<file path="src/rtl/sprite_pkg.sv">
// Shared types and 720p timing defaults for the sprite BRAM blocks.
package sprite_pkg;
  typedef enum logic [1:0] {IDLE, ARMED, WRITING, DONE} load_state_t;

  localparam int unsigned V_ACTIVE_720P = 720;
  localparam int unsigned V_TOTAL_720P  = 750;
  localparam int unsigned H_TOTAL_720P  = 1650;
endpackage

</file>
<file path="src/rtl/blank_window_detect.sv">
// Vertical-blanking write window: open from the first blank line until GUARD
// cycles before the frame wraps. Purely combinational.
module blank_window_detect
  import sprite_pkg::*;
#(
  parameter int unsigned V_ACTIVE = V_ACTIVE_720P,
  parameter int unsigned V_TOTAL  = V_TOTAL_720P,
  parameter int unsigned H_TOTAL  = H_TOTAL_720P,
  parameter int unsigned GUARD    = 4
) (
  input  logic [10:0] hcount_in,
  input  logic [9:0]  vcount_in,
  output logic        win_out
);
  localparam logic [9:0]  V_ACT_L   = 10'(V_ACTIVE);
  localparam logic [9:0]  V_LAST_L  = 10'(V_TOTAL - 1);
  localparam logic [10:0] H_GUARD_L = 11'(H_TOTAL - GUARD);

  always_comb begin
    win_out = (vcount_in >= V_ACT_L) &&
              !((vcount_in == V_LAST_L) && (hcount_in >= H_GUARD_L));
  end
endmodule

</file>
<file path="src/rtl/sprite_bram_loader_arbiter.sv">
// Shares the sprite BRAM port between the display read path and a streaming
// loader that may only write inside the vertical-blanking window.
module sprite_bram_loader_arbiter
  import sprite_pkg::*;
#(
  parameter int unsigned WIDTH    = 256,
  parameter int unsigned HEIGHT   = 256,
  parameter int unsigned V_ACTIVE = V_ACTIVE_720P,
  parameter int unsigned V_TOTAL  = V_TOTAL_720P,
  parameter int unsigned H_TOTAL  = H_TOTAL_720P,
  parameter int unsigned GUARD    = 4,
  localparam int unsigned DEPTH   = WIDTH * HEIGHT,
  localparam int unsigned AW      = $clog2(DEPTH)
) (
  input  logic          pixel_clk_in,
  input  logic          rst_in,
  input  logic [10:0]   hcount_in,
  input  logic [9:0]    vcount_in,
  input  logic [AW-1:0] disp_addr_in,
  input  logic          load_start_in,
  input  logic          load_abort_in,
  input  logic [7:0]    wr_data_in,
  input  logic          wr_valid_in,
  output logic          wr_ready_out,
  output logic [AW-1:0] bram_addr_out,
  output logic [7:0]    bram_din_out,
  output logic          bram_we_out,
  output logic          load_busy_out,
  output logic          load_done_out,
  output logic [AW-1:0] wr_addr_out
);
  localparam logic [AW-1:0] LAST_ADDR = AW'(DEPTH - 1);

  load_state_t   state_q, state_d;
  logic [AW-1:0] wa_q, wa_d;
  logic          win;
  logic          beat;

  blank_window_detect #(
    .V_ACTIVE (V_ACTIVE),
    .V_TOTAL  (V_TOTAL),
    .H_TOTAL  (H_TOTAL),
    .GUARD    (GUARD)
  ) u_win (
    .hcount_in (hcount_in),
    .vcount_in (vcount_in),
    .win_out   (win)
  );

  always_comb begin
    wr_ready_out  = (state_q == WRITING) && win && !load_abort_in;
    beat          = wr_valid_in && wr_ready_out;
    load_busy_out = (state_q == ARMED) || (state_q == WRITING);
    load_done_out = (state_q == DONE);
    wr_addr_out   = wa_q;
    if (beat) begin
      bram_addr_out = wa_q;
      bram_din_out  = wr_data_in;
      bram_we_out   = 1'b1;
    end else begin
      bram_addr_out = disp_addr_in;
      bram_din_out  = '0;
      bram_we_out   = 1'b0;
    end
  end

  // Abort is checked first in every state so it beats start, a beat and DONE.
  always_comb begin
    state_d = state_q;
    wa_d    = wa_q;
    unique case (state_q)
      IDLE: begin
        if (load_start_in && !load_abort_in) begin
          state_d = ARMED;
          wa_d    = '0;
        end
      end
      ARMED: begin
        if (load_abort_in) begin
          state_d = IDLE;
          wa_d    = '0;
        end else if (win) begin
          state_d = WRITING;
        end
      end
      WRITING: begin
        if (load_abort_in) begin
          state_d = IDLE;
          wa_d    = '0;
        end else if (!win) begin
          state_d = ARMED;
        end else if (beat) begin
          if (wa_q == LAST_ADDR) begin
            state_d = DONE;
            wa_d    = '0;
          end else begin
            wa_d = wa_q + 1'b1;
          end
        end
      end
      DONE: begin
        state_d = IDLE;
      end
      default: begin
        state_d = IDLE;
        wa_d    = '0;
      end
    endcase
  end

  always_ff @(posedge pixel_clk_in) begin
    if (rst_in) begin
      state_q <= IDLE;
      wa_q    <= '0;
    end else begin
      state_q <= state_d;
      wa_q    <= wa_d;
    end
  end
endmodule

</file>
<file path="config.mk">
export PLATFORM = sky130hd
export DESIGN_NAME = sprite_bram_loader_arbiter
export DESIGN_NICKNAME = d
export VERILOG_FILES = /design/src/rtl/sprite_pkg.sv /design/src/rtl/blank_window_detect.sv /design/src/rtl/sprite_bram_loader_arbiter.sv
export SDC_FILE = /design/constraint.sdc
export NUM_CORES = 1
export LEC_CHECK = 0
export CAP_MARGIN = 40
export CORE_UTILIZATION = 32
export CTS_CLUSTER_DIAMETER = 80
export DETAILED_ROUTE_END_ITERATION = 7
export PLACE_DENSITY_LB_ADDON = 0.05
export SLEW_MARGIN = 40
export SYNTH_ARGS = -nofsm -noshare
export SYNTH_HDL_FRONTEND = slang
export SYNTH_SLANG_ARGS = --single-unit
export TNS_END_PERCENT = 20
</file>
<file path="constraint.sdc">
create_clock -name pixel_clk_in -period 2.2 [get_ports pixel_clk_in]
set_clock_uncertainty 0.1 [all_clocks]
set_input_delay 0.22 -clock pixel_clk_in [delete_from_list [all_inputs] [get_ports pixel_clk_in]]
set_output_delay 0.22 -clock pixel_clk_in [all_outputs]
set_load 0.005 [all_outputs]
</file>
==> impl_metrics.env <==
export IMPL_outcome="finished with violations"
export IMPL_violations="negative setup slack"
export IMPL_die_height_um=67.61
export IMPL_maxCapViolations=0
export IMPL_yosys_area_top_type="dfxtp_1"
export IMPL_antenna_found_initial=0
export IMPL_period_needed_ps=2312
export IMPL_period_share_pct=105.1
export IMPL_crit_path_end_kind="flop"
export IMPL_ys_ff_latch=18
export IMPL_grt_pass1_wl_mm=8.217
export IMPL_synthesis_area_mm2=0.001378
export IMPL_timing_rr_end="wr_addr_out[5]$_SDFFE_PP0P_"
export IMPL_worst_setup_path_type="flop to flop"
export IMPL_design_area_mm2=0.002968
export IMPL_syn_mean_instance_area_um2=8.610
export IMPL_hold_class="flop to flop"
export IMPL_drt_iter0_drc=73
export IMPL_finalSetupTns_ps=-955.9
export IMPL_drtAntennaViolNets=0
export IMPL_cts_buffer_depth=2
export IMPL_clk_pin_slew_ps=70
export IMPL_drive_above_1_share_pct=42.48
export IMPL_fillers=312
export IMPL_vias=1791
export IMPL_grt_use_met3_pct=5.743
export IMPL_min_from="wr_addr_out[15]$_SDFFE_PP0P_"
export IMPL_setup_violations=23
export IMPL_worst_pin_slew_ps=346.9
export IMPL_crit_slowest_cell="or4_4"
export IMPL_hpwl_mm=3.511
export IMPL_clkLatencyLatePin_ps=260
export IMPL_use_met2_pct=41.09
export IMPL_fp_dieArea_mm2=0.004571
export IMPL_num_io_pins=94
export IMPL_totalWireLength_mm=5.052
export IMPL_antennaDiodeCount=0
export IMPL_path_cells="buf_4 > ha_2 > nor2b_1 > a2111o_1 > a211oi_4 > buf_6 > nor2_2 > or4_4 > a21oi_2"
export IMPL_power_density_mw_per_mm2=339.9
export IMPL_placed_area_mm2=0.002673
export IMPL_cp_arrival_ps=2410
export IMPL_slew_violations=0
export IMPL_core_area_mm2=0.004058
export IMPL_num_rows=23
export IMPL_numPortBuffers=92
export IMPL_r2r_start="state_q[0]$_SDFFE_PP0P_"
export IMPL_ys_warnings_count=0
export IMPL_root_buffer="clkbuf_8"
export IMPL_max_stage_delay_ps=430
export IMPL_cts_sinks=18
export IMPL_syn_nets=216
export IMPL_ir_drop_mv=0.2025
export IMPL_synth_top_area_share_pct=26.16
export IMPL_synth_cells=160
export IMPL_avgRoutedWirePerCell_um=14.19
export IMPL_die_w_um=67.61
export IMPL_worstSetupStartpointType="flop"
export IMPL_hold_viol_final=0
export IMPL_synth_distinct_cells=46
export IMPL_overflow=0
export IMPL_grt_busiest_layer="met2"
export IMPL_r2r_cells=9
export IMPL_routabilityCongestion=0.7522
export IMPL_start_util_pct=33.95
export IMPL_tritoncts="done"
export IMPL_slew_headroom_pct=76.77
export IMPL_p_leak_nw=1.332
export IMPL_rsz0062_at_grt="yes"
export IMPL_reg2reg_slack_ps=-110
export IMPL_min_to="wr_addr_out[15]$_SDFFE_PP0P_"
export IMPL_grt_pass1_vias=1783
export IMPL_grt_max_degree=11
export IMPL_final_core_util_pct=73.14
export IMPL_grtUsageTotal_pct=23.60
export IMPL_synth_area_leaders="dfxtp_1, mux2_2, ha_1, xor2_1, and2_1"
export IMPL_worst_slack_ps=-112.2
export IMPL_path_max_fanout=5
export IMPL_grt_use_met1_pct=29.10
export IMPL_area_delta_synth_final_pct=115.4
export IMPL_required_ps=2300
export IMPL_vias_per_cell=5.031
export IMPL_drt_pass1_iter_count=4
export IMPL_htreeDepth=1
export IMPL_cts_made_buffers=3
export IMPL_synth_seq_area_share_pct=26.16
export IMPL_nNetsFinal=363
export IMPL_whs_path_depth=2
export IMPL_max_freq_mhz=432.5
export IMPL_drc_errors=0
[cell type report]
type	instances	area, um^2	share of cell area, %
sequential	18	365.4	12.31
clock buffer	4	55.05	1.855
tap	50	62.56	2.108
inverter	8	30.03	1.012
multi-input combinational	129	1099	37.02
timing repair buffer	147	1356	45.70
[power breakdown]
| part | leakage [nW] | total [W] | internal, W | switching, W |
|---|---|---|---|---|
| Combinational | 1.16 | 0.000387 | 0.000236 | 0.000151 |
| Clock | 0.0288 | 0.000279 | 0.000159 | 0.000120 |
| Sequential | 0.147 | 0.000342 | 0.000336 | 0.00000635 |
[sequential cells by signal (all words and copies together) (netlist names)]
register	flops
wr_addr_out	16
state_q	2
[how the worst max path moves through the flow]
stage / from / to / slack (ps) / cells after the start
6_report: state_q[0]$_SDFFE_PP0P_ / wr_addr_out[5]$_SDFFE_PP0P_ / -110 / 9
5_1_grt: state_q[0]$_SDFFE_PP0P_ / wr_addr_out[5]$_SDFFE_PP0P_ / -190 / 9
4_1_cts: state_q[0]$_SDFFE_PP0P_ / bram_addr_out[12] / -140 / 10
3_5_place_dp: hcount_in[5] / bram_addr_out[14] / -660 / 9
3_3_place_gp: hcount_in[5] / bram_addr_out[14] / -610 / 9
2_1_floorplan: state_q[1]$_SDFFE_PP0P_ / wr_addr_out[13]$_SDFFE_PP0P_ / 30 / 8
[cell families (layout without fill, tap and decap cells)]
kind of cell / Yosys count / after routing / share of synthesized area [%]
simple gates: 58 / 58 / 24.52
compound gates: 41 / 41 / 21.80
flops: 18 / 18 / 26.16
mux: 16 / 16 / 13.08
buf+inv: 13 / 159 / 3.905
xor+xnor: 8 / 8 / 5.086
fa+ha+maj: 6 / 6 / 5.449
[layer usage]
metal,share of wire [%],routed length [um],up-vias
met2,49,2479,67
met3,5.5,279,6
met4,0.83,42,0
met5,0,0,-
met1,45,2251,828
li1,-,-,890
[worst max-delay path, delay by kind of cell (launching register included)]
kind,cells,cell delay (ps)
compound gates,3,720
fa+ha+maj,1,180
buf+inv,2,290
flops,1,330
simple gates,3,640
[cells in the final DEF, fill, tap and decap left out, types with 3 or more instances in the layout]
| cell | instances |
|---|---|
| clkdlybuf4s50_1 | 47 |
| buf_4 | 46 |
| buf_6 | 17 |
| mux2_4 | 16 |
| dfxtp_1 | 16 |
| nor2_1 | 11 |
| clkbuf_2 | 11 |
| and2_1 | 7 |
| o21ai_0 | 7 |
| xor2_1 | 7 |
| dlymetal6s2s_1 | 7 |
| dlygate4sd2_1 | 7 |
| inv_1 | 6 |
| nand2_1 | 6 |
| buf_2 | 6 |
| a21oi_1 | 5 |
| nand4_1 | 4 |
| o31ai_1 | 4 |
| clkbuf_8 | 4 |
| a21oi_2 | 3 |
| or3_1 | 3 |
| nand3_1 | 3 |
| o2111ai_1 | 3 |
| ha_1 | 3 |
[Yosys cell counts, drive strengths merged]
cell type  count
a2111o         2
a211oi         2
a21boi         1
a21oi          8
a311oi         1
a31oi          2
and2           9
and2b          1
and3           2
and4           2
buf            4
clkbuf         1
dfxtp         18
ha             6
inv            8
mux2          16
nand2          7
nand2b         2
nand3          4
nand4          4
nand4b         1
nand4bb        1
nor2          13
nor2b          1
nor3           3
o2111ai        3
o211a          1
o211ai         2
o21a           2
o21ai         10
o22ai          1
o311a          1
o31ai          4
o41a           1
or2            2
or3            3
or4            3
xnor2          1
xor2           7
[what timing repair did]
action / CTS / global route
hold buffers: 0 / 0
gates resized for setup: 145 / 38
setup endpoints to repair: 30 / 42
gates cloned: 3 / 0
setup buffers: 10 / 3
pin swaps: 10 / 9
[stage by stage]
stage	setup WS [ps]	hold WS [ps]	power (W)	instances
6_report	-112.2	420.3	0.001009	356
4_1_cts	-143.7	425.2	0.001007	355
3_3_place_gp	-605.3	396.2	0.0007073	339
2_1_floorplan	28.86	181.7	0.0004806	160
3_5_place_dp	-656.2	400.2	0.0007087	339
5_1_grt	-193.0	449.1	0.001061	356
(Power assumes the default switching activity.)
